File: config.mk
export PLATFORM = sky130hd
export DESIGN_NAME = sixteen_input_encoder
export DESIGN_NICKNAME = d
export VERILOG_FILES = /design/src/rtl/sixteen_input_encoder_pkg.sv /design/src/rtl/sixteen_input_encoder_priority_encoder.sv /design/src/rtl/sixteen_input_encoder.sv
export SDC_FILE = /design/constraint.sdc
export NUM_CORES = 1
export LEC_CHECK = 0
export CAP_MARGIN = 20
export CORE_MARGIN = 1.5
export CORE_UTILIZATION = 25
export DETAILED_ROUTE_END_ITERATION = 8
export GPL_TIMING_DRIVEN = 1
export HOLD_SLACK_MARGIN = 0.08
export SLEW_MARGIN = 20
export SYNTH_ARGS = -nofsm -noshare
export SYNTH_HDL_FRONTEND = slang
export SYNTH_HIERARCHICAL = 1
export SYNTH_SLANG_ARGS = --single-unit
File: constraint.sdc
create_clock -name clk -period 2.37 [get_ports clk]
set_clock_uncertainty 0.15 [all_clocks]
set_input_delay 0.711 -clock clk [delete_from_list [all_inputs] [get_ports clk]]
set_output_delay 0.711 -clock clk [all_outputs]
set_load 0.02 [all_outputs]
File: src/rtl/sixteen_input_encoder_pkg.sv
// Shared definitions for the sixteen-input priority drain block.
package sixteen_input_encoder_pkg;

    // Default number of request lines.
    localparam int N_IN_DEFAULT = 16;

    // IDLE: waiting for a capture.
    // DRAIN: emitting captured indices, highest first.
    typedef enum logic {
        IDLE  = 1'b0,
        DRAIN = 1'b1
    } state_t;

endpackage : sixteen_input_encoder_pkg

File: src/rtl/sixteen_input_encoder_priority_encoder.sv
// Combinational highest-index-first priority encoder with an any-set flag.
module priority_encoder #(
    parameter int N_IN  = 16,
    parameter int IDX_W = $clog2(N_IN)
) (
    input  logic [N_IN-1:0]  req,
    output logic [IDX_W-1:0] idx,
    output logic             any_set
);

    // Scan upward so the most-significant set bit is the last one written.
    always_comb begin
        idx     = '0;
        any_set = 1'b0;
        for (int k = 0; k < N_IN; k++) begin
            if (req[k]) begin
                idx     = IDX_W'(k);
                any_set = 1'b1;
            end
        end
    end

endmodule : priority_encoder

File: src/rtl/sixteen_input_encoder.sv
// Captures a request vector and drains it one index per accepted transfer,
// highest index first, pulsing done after the last index leaves.
//
// Handshake: valid is high for the whole DRAIN state and out holds the
// current index; a transfer happens on each rising edge where valid & ready,
// which clears that index's pending bit. While valid & !ready both out and
// valid hold steady. When valid is low, out reads 0.
//
// busy is the FSM state itself (busy = 1 exactly when in DRAIN).
module sixteen_input_encoder
    import sixteen_input_encoder_pkg::*;
#(
    parameter  int N_IN  = N_IN_DEFAULT,
    localparam int IDX_W = $clog2(N_IN)
) (
    input  logic             clk,
    input  logic             rst_n,
    input  logic [N_IN-1:0]  in,
    input  logic             load,
    input  logic             ready,
    output logic [IDX_W-1:0] out,
    output logic             valid,
    output logic             busy,
    output logic             done
);

    state_t            state;
    state_t            state_d;
    logic [N_IN-1:0]   pending;
    logic [N_IN-1:0]   pending_d;
    logic [N_IN-1:0]   cleared;
    logic              done_q;
    logic              done_d;
    logic [IDX_W-1:0]  top_idx;
    logic              any_set;

    priority_encoder #(
        .N_IN  (N_IN),
        .IDX_W (IDX_W)
    ) u_prio (
        .req     (pending),
        .idx     (top_idx),
        .any_set (any_set)
    );

    // Pending with the currently presented index removed.
    always_comb begin
        cleared = pending & ~(N_IN'(1) << top_idx);
    end

    // Next-state logic: capture in IDLE, retire one index per transfer in DRAIN.
    always_comb begin
        state_d   = state;
        pending_d = pending;
        done_d    = 1'b0;
        case (state)
            IDLE: begin
                if (load) begin
                    pending_d = in;
                    if (in != '0) begin
                        state_d = DRAIN;
                    end else begin
                        // Empty capture completes immediately.
                        done_d = 1'b1;
                    end
                end
            end
            DRAIN: begin
                // load is deliberately ignored here.
                if (ready) begin
                    pending_d = cleared;
                    if (cleared == '0) begin
                        state_d = IDLE;
                        done_d  = 1'b1;
                    end
                end
            end
            default: begin
                state_d   = IDLE;
                pending_d = '0;
            end
        endcase
    end

    // State, pending vector and done pulse registers.
    always_ff @(posedge clk or negedge rst_n) begin
        if (!rst_n) begin
            state   <= IDLE;
            pending <= '0;
            done_q  <= 1'b0;
        end else begin
            state   <= state_d;
            pending <= pending_d;
            done_q  <= done_d;
        end
    end

    // Outputs are decoded straight from registered state, no extra latency.
    always_comb begin
        valid = (state == DRAIN);
        busy  = (state == DRAIN);
        done  = done_q;
        out   = (valid && any_set) ? top_idx : '0;
    end

endmodule : sixteen_input_encoder

==> flow_summary.json <==
{
  "drcViolationCount": 0,
  "synthDominantAreaCellType": "sky130_fd_sc_hd__dfrtp_1",
  "vias": 1652,
  "flip_flop_and_latch_count_after_synthesis": 18,
  "area_growth_syn_to_layout_pct": 72.80,
  "cp_data_required_time_ps": 1510,
  "power_density_nw_per_um2": 1685,
  "critical_path_arrival_ps": 1780,
  "report.final.setup_viol": 6,
  "clock_sinks": 18,
  "unique_cell_type_count_in_the_yosys_netlist": 42,
  "worst_setup_path_start": "pending[9]",
  "crit_path_start_kind": "register",
  "grt_antenna_before_repair": 0,
  "final_period_util_pct": 111.5,
  "number_of_buffers_added_by_the_clock_tree_synthesis_step": 3,
  "grt_max_degree": 34,
  "yosys_warning_total": 6,
  "failing_checks": "setup timing",
  "timing.final.ws_setup_ps": -273.6,
  "synth-edff-count": 0,
  "avgSynthCellArea_um2": 8.467,
  "outcome": "finished, violations left",
  "synth_top_area_share_pct": 32.64,
  "yosysSeqAreaShare_pct": 32.64,
  "clock_latency_ps": 250,
  "die_area_um2": 5975,
  "initial_core_util_pct": 26.51,
  "detail_route.wl_per_cell_um": 15.96,
  "worst_setup_hold_path_clk_slew_ps": 70,
  "max_freq_ghz": 0.3783,
  "report.power.total_uw": 4019,
  "clock_tree.buffer_depth": 2,
  "coreArea_um2": 5205,
  "syn_inst": 163,
  "netlist_area_um2": 1380,
  "track_usage_pct": 16.53,
  "wire_length_of_the_first_global_routing_pass_um": 7852,
  "maxSlewHeadroom_pct": 72.85,
  "floorplan.rows": 26,
  "numPlacedInstances": 292,
  "crit_path_max_incr_delay_ps": 420,
  "max_cap_viol_count": 0,
  "layout.cells.non_filler": 312,
  "route.detailed.vias_per_inst": 5.295,
  "grt_pass1_vias": 1690,
  "rr_startpoint": "pending[2]",
  "multiInputGateArea_um2": 1016,
  "timing.setup.critical_path_class": "register to primary output",
  "buffer_ports.inserted": 26,
  "synthesis.nets": 183,
  "async_flop_share_pct": 100.0,
  "rsz0062_at_grt": "true",
  "timing.final.max_slew_violations": 0,
  "drive_above_1_share_pct": 40.91,
  "hpwlAfterDp_um": 3493,
  "leakage_uw": 0.001025,
  "tightest_slew_ps": 403.5,
  "num_io_pins": 27,
  "dieWidth_um": 77.30,
  "cp_cell_sequence": "or3b_1, a311oi_2, a31oi_4, and3_4, buf_6",
  "gp_congestion": 0.8672,
  "n_fill_cell": 522,
  "dominantRegCellSynth": "sky130_fd_sc_hd__dfrtp_1",
  "dr.pass1.iters": 4,
  "crit_path_max_fanout": 3,
  "cts_tree": "done",
  "layout.area.seq_um2": 457.9,
  "count_leader_synth": "sky130_fd_sc_hd__dfrtp_1",
  "post-route-min-period_ps": 2644,
  "worst_path_max_delay_cell": "sky130_fd_sc_hd__or3b_1",
  "worst_ir_drop_vdd_mv": 0.5959,
  "hold_path_class": "register to register",
  "final_nets": 264,
  "post_synth_main_area_contributors": "sky130_fd_sc_hd__dfrtp_1 33%, sky130_fd_sc_hd__mux2i_1 12%, sky130_fd_sc_hd__o211ai_1 9.2%",
  "critical_path.top_delay_family": "simple AND/OR/NAND/NOR gates",
  "detail_route.wirelength_um": 4980,
  "die_y_um": 77.30,
  "critPathBufInv": 1,
  "antenna_violating_nets_post_route": 0,
  "drt-initial-drc-count": 94,
  "cp_endpoint_kind": "primary output",
  "gr-total-overflow": 0,
  "clk_root_buffer_cell": "sky130_fd_sc_hd__clkbuf_8",
  "hold_viol_final": 0,
  "antennaDiodeCount": 0,
  "synth.cells.most_frequent": "18 x sky130_fd_sc_hd__dfrtp_1, 17 x sky130_fd_sc_hd__mux2i_1, 17 x sky130_fd_sc_hd__o211ai_1",
  "h_tree_level_count": 1,
  "min-delay-start": "pending[0]",
  "cts_hold_buf": 0
}
-- cell type report --
class                           instances  share of cell area (%)
Inverter                                4                  0.6821
Clock buffer                            3                   1.731
Multi-Input combinational cell        130                   42.60
Tap cell                               70                   3.673
Timing Repair Buffer                   87                   32.11
Sequential cell                        18                   19.20
-- cells in the final DEF (no fill, tap or decap), types with 3 or more instances in the layout --
cell | netlist | layout
sky130_fd_sc_hd__a31oi_1 | 4 | 3
sky130_fd_sc_hd__and3_4 | 0 | 3
sky130_fd_sc_hd__buf_4 | 1 | 53
sky130_fd_sc_hd__buf_6 | 0 | 10
sky130_fd_sc_hd__clkbuf_8 | 0 | 3
sky130_fd_sc_hd__clkdlybuf4s50_1 | 0 | 22
sky130_fd_sc_hd__dfrtp_1 | 18 | 12
sky130_fd_sc_hd__dfrtp_2 | 0 | 6
sky130_fd_sc_hd__mux2i_1 | 17 | 17
sky130_fd_sc_hd__nand2_1 | 8 | 5
sky130_fd_sc_hd__nand2b_1 | 5 | 4
sky130_fd_sc_hd__nand4_1 | 3 | 3
sky130_fd_sc_hd__nor2_1 | 13 | 12
sky130_fd_sc_hd__nor4_1 | 9 | 4
sky130_fd_sc_hd__nor4_2 | 0 | 3
sky130_fd_sc_hd__o211ai_1 | 17 | 17
sky130_fd_sc_hd__o21ai_1 | 16 | 16
-- worst reg2reg max path, cell delays in order, from the launching register on --
cell and delay, ps:
sky130_fd_sc_hd__dfrtp_1 410, sky130_fd_sc_hd__nand2b_4 150, sky130_fd_sc_hd__a221o_1 370, sky130_fd_sc_hd__a31oi_4 180
sky130_fd_sc_hd__buf_6 130, sky130_fd_sc_hd__clkinv_2 40, sky130_fd_sc_hd__or4_1 460, sky130_fd_sc_hd__a222oi_1 350
sky130_fd_sc_hd__buf_4 180, sky130_fd_sc_hd__a31o_1 140
-- kinds of logic after synthesis --
logic type | count (synthesis) | synth area share, %
AOI/OAI and AO/OA | 52 | 25.57
DFF | 18 | 32.64
muxes | 17 | 12.33
buffers and inverters | 15 | 4.623
and+or+nand+nor | 61 | 24.84
-- state kept, by name (all words and copies together), names as in the netlist --
signal / cells
done: 1
busy: 1
pending: 16
-- report_power, final --
part / leakage (uW) / internal [uW] / switching [uW]
logic: 0.000778 / 1690 / 1530
registers: 0.000225 / 422 / 161
clock network: 0.0000216 / 113 / 103
total: 0.00102 / 2230 / 1790
-- worst paths after layout --
check                               to  slack [ps]  depth (start not counted)
min in group asynchronous   pending[3]         630                          2
max in group asynchronous  pending[12]        1210                          2
max                             out[0]        -270                          5
min                         pending[0]         570                          3
min reg2reg                 pending[0]         570                          3
max reg2reg                       done        -260                          9
-- repair_timing --
item,4_1_cts,5_1_grt
resized for setup,36,25
pin swaps,17,16
endpoints found under the setup margin,10,15
buffers inserted,10,7
-- per-stage QoR --
| step | setup TNS, ps | cell area, um2 | hold WS [ps] | util (%) | setup slack (ps) |
|---|---|---|---|---|---|
| finish | -1341 | 2385 | 567.1 | 45.82 | -273.6 |
| detailed placement | -1886 | 2054 | 497.4 | 39.47 | -370.4 |
| global route | -1916 | 2385 | 609.9 | 45.82 | -322.5 |
| CTS | -965.3 | 2218 | 529.7 | 42.62 | -217.5 |
| floorplan | -19.07 | 1418 | 265.4 | - | -19.07 |
| global placement | -1777 | 2054 | 477.6 | 39.47 | -367.3 |
-- routing by layer --
metal  GRT usage [%]  routed length (um)
met1           20.77                2260
met2           27.81                2404
met3           1.786                 122
met4           8.364                 193
met5               0                   0
Note: power is estimated with default switching activity, not from simulation.
